### src/rtl/operand_issue.sv
// Operand fetch/issue stage: reads the register file, patches operands from the
// EX/MEM/WB bypass network, holds on load-use hazards and registers the result for EX.
module operand_issue #(
    parameter int XLEN    = 64,
    parameter int REG_NUM = 32,
    parameter int CNT_W   = 32,
    localparam int AW     = $clog2(REG_NUM)
) (
    input  logic            clk,
    input  logic            rst,
    input  logic            flush,

    input  logic            in_valid,
    output logic            in_ready,
    input  logic [XLEN-1:0] in_pc,
    input  logic [AW-1:0]   in_rs1,
    input  logic [AW-1:0]   in_rs2,
    input  logic            in_use_rs1,
    input  logic            in_use_rs2,
    input  logic [AW-1:0]   in_rd,
    input  logic            in_rd_we,
    input  logic [XLEN-1:0] in_imm,

    output logic [AW-1:0]   rf_raddr0,
    output logic [AW-1:0]   rf_raddr1,
    input  logic [XLEN-1:0] rf_rdata0,
    input  logic [XLEN-1:0] rf_rdata1,

    input  logic            ex_fwd_valid,
    input  logic [AW-1:0]   ex_fwd_rd,
    input  logic            ex_fwd_ok,
    input  logic [XLEN-1:0] ex_fwd_data,

    input  logic            mem_fwd_valid,
    input  logic [AW-1:0]   mem_fwd_rd,
    input  logic            mem_fwd_ok,
    input  logic [XLEN-1:0] mem_fwd_data,

    input  logic            wb_we,
    input  logic [AW-1:0]   wb_rd,
    input  logic [XLEN-1:0] wb_data,

    output logic            out_valid,
    input  logic            out_ready,
    output logic [XLEN-1:0] out_pc,
    output logic [XLEN-1:0] out_imm,
    output logic [XLEN-1:0] out_rs1_val,
    output logic [XLEN-1:0] out_rs2_val,
    output logic [AW-1:0]   out_rd,
    output logic            out_rd_we,
    output logic [CNT_W-1:0] stall_cnt
);

    logic [XLEN-1:0] rs1_val;
    logic [XLEN-1:0] rs2_val;
    logic            rs1_pend;
    logic            rs2_pend;
    logic            hazard;
    logic            can_load;
    logic            accept;

    // Returns {pending, value}; only the youngest matching producer decides, so an
    // unready EX load blocks even when an older stage holds a usable copy.
    function automatic logic [XLEN:0] resolve(input logic [AW-1:0] idx,
                                              input logic [XLEN-1:0] rf_val);
        logic [XLEN:0] r;
        if (idx == '0)
            r = '0;
        else if (ex_fwd_valid && ex_fwd_rd == idx)
            r = {!ex_fwd_ok, ex_fwd_data};
        else if (mem_fwd_valid && mem_fwd_rd == idx)
            r = {!mem_fwd_ok, mem_fwd_data};
        else if (wb_we && wb_rd == idx)
            r = {1'b0, wb_data};
        else
            r = {1'b0, rf_val};
        return r;
    endfunction

    always_comb begin
        {rs1_pend, rs1_val} = resolve(in_rs1, rf_rdata0);
        {rs2_pend, rs2_val} = resolve(in_rs2, rf_rdata1);
    end

    assign rf_raddr0 = in_rs1;
    assign rf_raddr1 = in_rs2;

    assign hazard   = (in_use_rs1 && rs1_pend) || (in_use_rs2 && rs2_pend);
    assign can_load = !out_valid || out_ready;
    assign in_ready = !hazard && can_load && !flush;
    assign accept   = in_valid && in_ready;

    // Payload only changes on accept, which keeps out_* stable under backpressure.
    always_ff @(posedge clk) begin
        if (rst) begin
            out_valid   <= 1'b0;
            out_pc      <= '0;
            out_imm     <= '0;
            out_rs1_val <= '0;
            out_rs2_val <= '0;
            out_rd      <= '0;
            out_rd_we   <= 1'b0;
        end else if (flush) begin
            out_valid <= 1'b0;
        end else if (accept) begin
            out_valid   <= 1'b1;
            out_pc      <= in_pc;
            out_imm     <= in_imm;
            out_rs1_val <= rs1_val;
            out_rs2_val <= rs2_val;
            out_rd      <= in_rd;
            out_rd_we   <= in_rd_we;
        end else if (out_ready) begin
            out_valid <= 1'b0;
        end
    end

    // Saturating hazard-stall counter.
    always_ff @(posedge clk) begin
        if (rst)
            stall_cnt <= '0;
        else if (in_valid && hazard && !flush && stall_cnt != '1)
            stall_cnt <= stall_cnt + CNT_W'(1);
    end

endmodule

### config.mk
export PLATFORM = sky130hd
export DESIGN_NAME = operand_issue
export DESIGN_NICKNAME = d
export VERILOG_FILES = /design/src/rtl/operand_issue.sv
export SDC_FILE = /design/constraint.sdc
export NUM_CORES = 1
export LEC_CHECK = 0
export BUFFER_PORTS_ARGS = -buffer_cell sky130_fd_sc_hd__buf_2
export CELL_PAD_IN_SITES_DETAIL_PLACEMENT = 1
export CELL_PAD_IN_SITES_GLOBAL_PLACEMENT = 2
export CORE_AREA = 5 5 310 312
export DETAILED_ROUTE_END_ITERATION = 7
export DIE_AREA = 0 0 315 317
export GPL_ROUTABILITY_DRIVEN = 0
export PLACE_DENSITY = 0.59
export RECOVER_POWER = 50
export SETUP_SLACK_MARGIN = 0.02
export SLEW_MARGIN = 5
export SYNTH_ARGS = -nofsm -noshare
export SYNTH_HDL_FRONTEND = slang
export SYNTH_SLANG_ARGS = --single-unit
### constraint.sdc
create_clock -name clk -period 3.9 [get_ports clk]
set_input_delay 0.585 -clock clk [delete_from_list [all_inputs] [get_ports clk]]
set_output_delay 0.585 -clock clk [all_outputs]
set_load 0.01 [all_outputs]
==> impl_metrics.env <==
export IMPL_status="finished, final reports clean"
export IMPL_period_minus_slack_ns=3.15
export IMPL_synth_top_area_frac=0.412
export IMPL_setup_viol_count_final=0
export IMPL_synth_edf_count=0
export IMPL_synth_top_family_by_area="compound AO/OA/AOI/OAI gates"
export IMPL_synth_compound_area_frac=0.249
export IMPL_first_pass_iters=5
export IMPL_synthMuxAreaShare=0.0492
export IMPL_fmax_ghz=0.317
export IMPL_fin_setup_tns_ns=0
export IMPL_pwr_density_cell_mw_per_mm2=389
export IMPL_cp_cell_sequence="clkbuf_1 > xor2_1 > nor4_1 > nand3_2 > mux2i_1 > a32oi_1 > buf_4 > nand3_4 > or3_2 > buf_4 > o21ai_0"
export IMPL_slew_headroom=0.239
export IMPL_r2r_cells=8
export IMPL_p_clk_frac=0.440
export IMPL_cp_end_kind="flip-flop"
export IMPL_synth_area_leaders="dfxtp_1 41%, nand2_1 11%, a21oi_1 9.5%, mux2i_1 4.7%, o2bb2ai_1 3.9%"
export IMPL_synthCells=1856
export IMPL_cts_setup_buffers=0
export IMPL_ys_ff_latch=295
export IMPL_synth_area_sq_mm=0.0143
export IMPL_antenna_found_initial=54
export IMPL_ys_types=47
export IMPL_synth_xor_area_frac=0.0287
export IMPL_cpMaxStageDelayCell="nor4_1"
export IMPL_num_rows=112
export IMPL_crit_type="input port to flip-flop"
export IMPL_arrival_ns=3.62
export IMPL_seq_power_share=0.407
export IMPL_fin_hold_ws_ns=0.227
export IMPL_critPathRequiredTime_ns=4.36
export IMPL_worstHoldPathCells=2
export IMPL_maxCapViolCount=0
export IMPL_ctsHoldBuffers=0
export IMPL_dp_hpwl_microns=66900
export IMPL_cts_resized_gates=0
export IMPL_period_share=0.808
export IMPL_drcViolationCount=0
export IMPL_clockBufferDepth=3
export IMPL_worstSkewPairLatency_ns=0.56
export IMPL_combPwrFrac=0.153
export IMPL_p_int_mw=5.69
export IMPL_dieWidth_microns=315
export IMPL_cp_start_kind="input port"
export IMPL_grt_pass1_vias=17900
export IMPL_start_util=0.154
export IMPL_irDropWorstVdd_mv=0.233
export IMPL_crit_top_cell="buf_4"
export IMPL_clock_sinks=295
export IMPL_clockRootBuffer="clkbuf_16"
export IMPL_p_sw_mw=2.28
export IMPL_slowest_delay_ns=0.50
export IMPL_synth_simple_area_share=0.203
export IMPL_cellLeakagePower_nw=7.80
export IMPL_min_path_type="input port to flip-flop"
export IMPL_synth_adder_area_share=0.000874
export IMPL_layout_drive_gt1_share=0.237
export IMPL_dp_cells=3771
export IMPL_synth_warnings=0
export IMPL_clkTransAtPathRegs_ns=0.06
export IMPL_io_pins=797
export IMPL_grt_usage=0.163
export IMPL_num_vias=16800
export IMPL_synthesis_nets=2348
export IMPL_switching_share=0.286
export IMPL_synth_flop_cell="dfxtp_1"
export IMPL_grt_max_degree=200
export IMPL_grt_pass1_wl_microns=124000
export IMPL_die_h_microns=317
export IMPL_areaGrowthSynthToFinish_pct=43.3
export IMPL_avgViaCountPerCell=4.37
export IMPL_detail_route_antenna_nets=0
export IMPL_drtIter0Drc=685
export IMPL_avgSynthCellArea_sq_um=7.72
export IMPL_numCtsBuffers=40
export IMPL_synth_largest_area_cell="dfxtp_1"
export IMPL_synth_async_reset_ratio=0
export IMPL_h_tree_depth=2
export IMPL_wl_per_cell_microns=22.7
export IMPL_finalClockSkew_ns=0.0230
export IMPL_io_buffers=796
export IMPL_tightest_slew_ns=1.14
export IMPL_final_common_cell="buf_2"
export IMPL_p_total_mw=7.97
export IMPL_fin_nets=3051
export IMPL_mostFrequentLayoutCells="495 x buf_2, 411 x nand2_1, 311 x clkbuf_1"
export IMPL_rsz0062_at_grt="false"
export IMPL_core_area_sq_mm=0.0928
export IMPL_tritoncts="built"
export IMPL_critPathMaxFanout=64
export IMPL_finalHoldViolCount=0
export IMPL_finalNonFillerCells=3851
export IMPL_slew_violations=0
export IMPL_seq_area_frac_synth=0.412
export IMPL_grt_ovfl_total=0
export IMPL_dieArea_sq_mm=0.0999
export IMPL_wirelength_microns=87400
-- cells by family after synthesis --
family	Yosys count
fa+ha+maj	1
xor+xnor	47
buf+inv	184
compound gates	607
simple gates	652
flops	295
mux	70
-- area by class of cell --
type                    count  area (sq um)
diodes                     14          35.0
clock inverters             9          88.8
well taps                1254          1570
fillers                 11500         72200
flip-flops and latches    295          5910
clock buffers              57          1120
inverters                   8          30.0
repair buffers            837          4080
multi-input cells        1377          7690
-- through the flow --
step / instance area (sq um) / setup slack, ns / util
floorplan: 14300 / 1.22 / -
global placement: 19700 / 0.400 / 0.212
detailed placement: 19700 / 0.304 / 0.212
CTS: 20900 / 0.881 / 0.225
global route: 20500 / 0.508 / 0.221
finish: 20500 / 0.748 / 0.221
-- state kept, by name, summed over array words and instances (netlist names) --
signal and count:
out_rs1_val 64, out_rd 5, stall_cnt 32, out_rd_we 1, out_pc 64, out_valid 1
out_rs2_val 64, out_imm 64
-- final timing paths --
kind | start | to | slack, ns
worst max-delay path | in_rs2[0] | out_rs2_val[45] | 0.75
worst min-delay path | flush | out_valid | 0.23
worst max register to register | stall_cnt[9] | stall_cnt[1] | 0.89
worst min register to register | out_imm[60] | out_imm[60] | 0.45
-- per-layer routing --
metal | share of wire | GRT usage | vias up
met5 | 0.0026 | 0 | -
met3 | 0.078 | 0.0518 | 138
met1 | 0.41 | 0.193 | 8098
li1 | - | - | 7937
met4 | 0.020 | 0.0333 | 36
met2 | 0.49 | 0.292 | 611
-- power by group through the flow --
stage | Combinational, mW | Sequential (mW) | Clock, mW
after CTS | 1.29 | 3.24 | 3.69
after global placement | 1.27 | 3.30 | 0
after floorplan | 0.491 | 3.36 | 0
final | 1.22 | 3.24 | 3.51
after global routing | 1.34 | 3.26 | 3.77
after detailed placement | 1.28 | 3.31 | 0
-- synth_stat cells (10+ instances only) --
cell / instances
nand2_1: 413
dfxtp_1: 295
a21oi_1: 273
clkbuf_1: 121
nor2_1: 91
o21ai_0: 90
mux2i_1: 67
a211oi_1: 65
nand3b_1: 65
a31oi_1: 64
o2bb2ai_1: 64
o21ai_1: 39
buf_2: 26
xnor2_1: 26
xor2_1: 21
nand3_1: 18
buf_4: 16
nor3_1: 12
buf_1: 10
-- critical path, delay by kind of cell --
kind,cells,cell delay (ns)
buffers and inverters,3,0.91
AOI/OAI and AO/OA,2,0.50
xor gates and xnor gates,1,0.12
muxes,1,0.15
and+or+nand+nor,4,1.21
(Power assumes the default switching activity.)
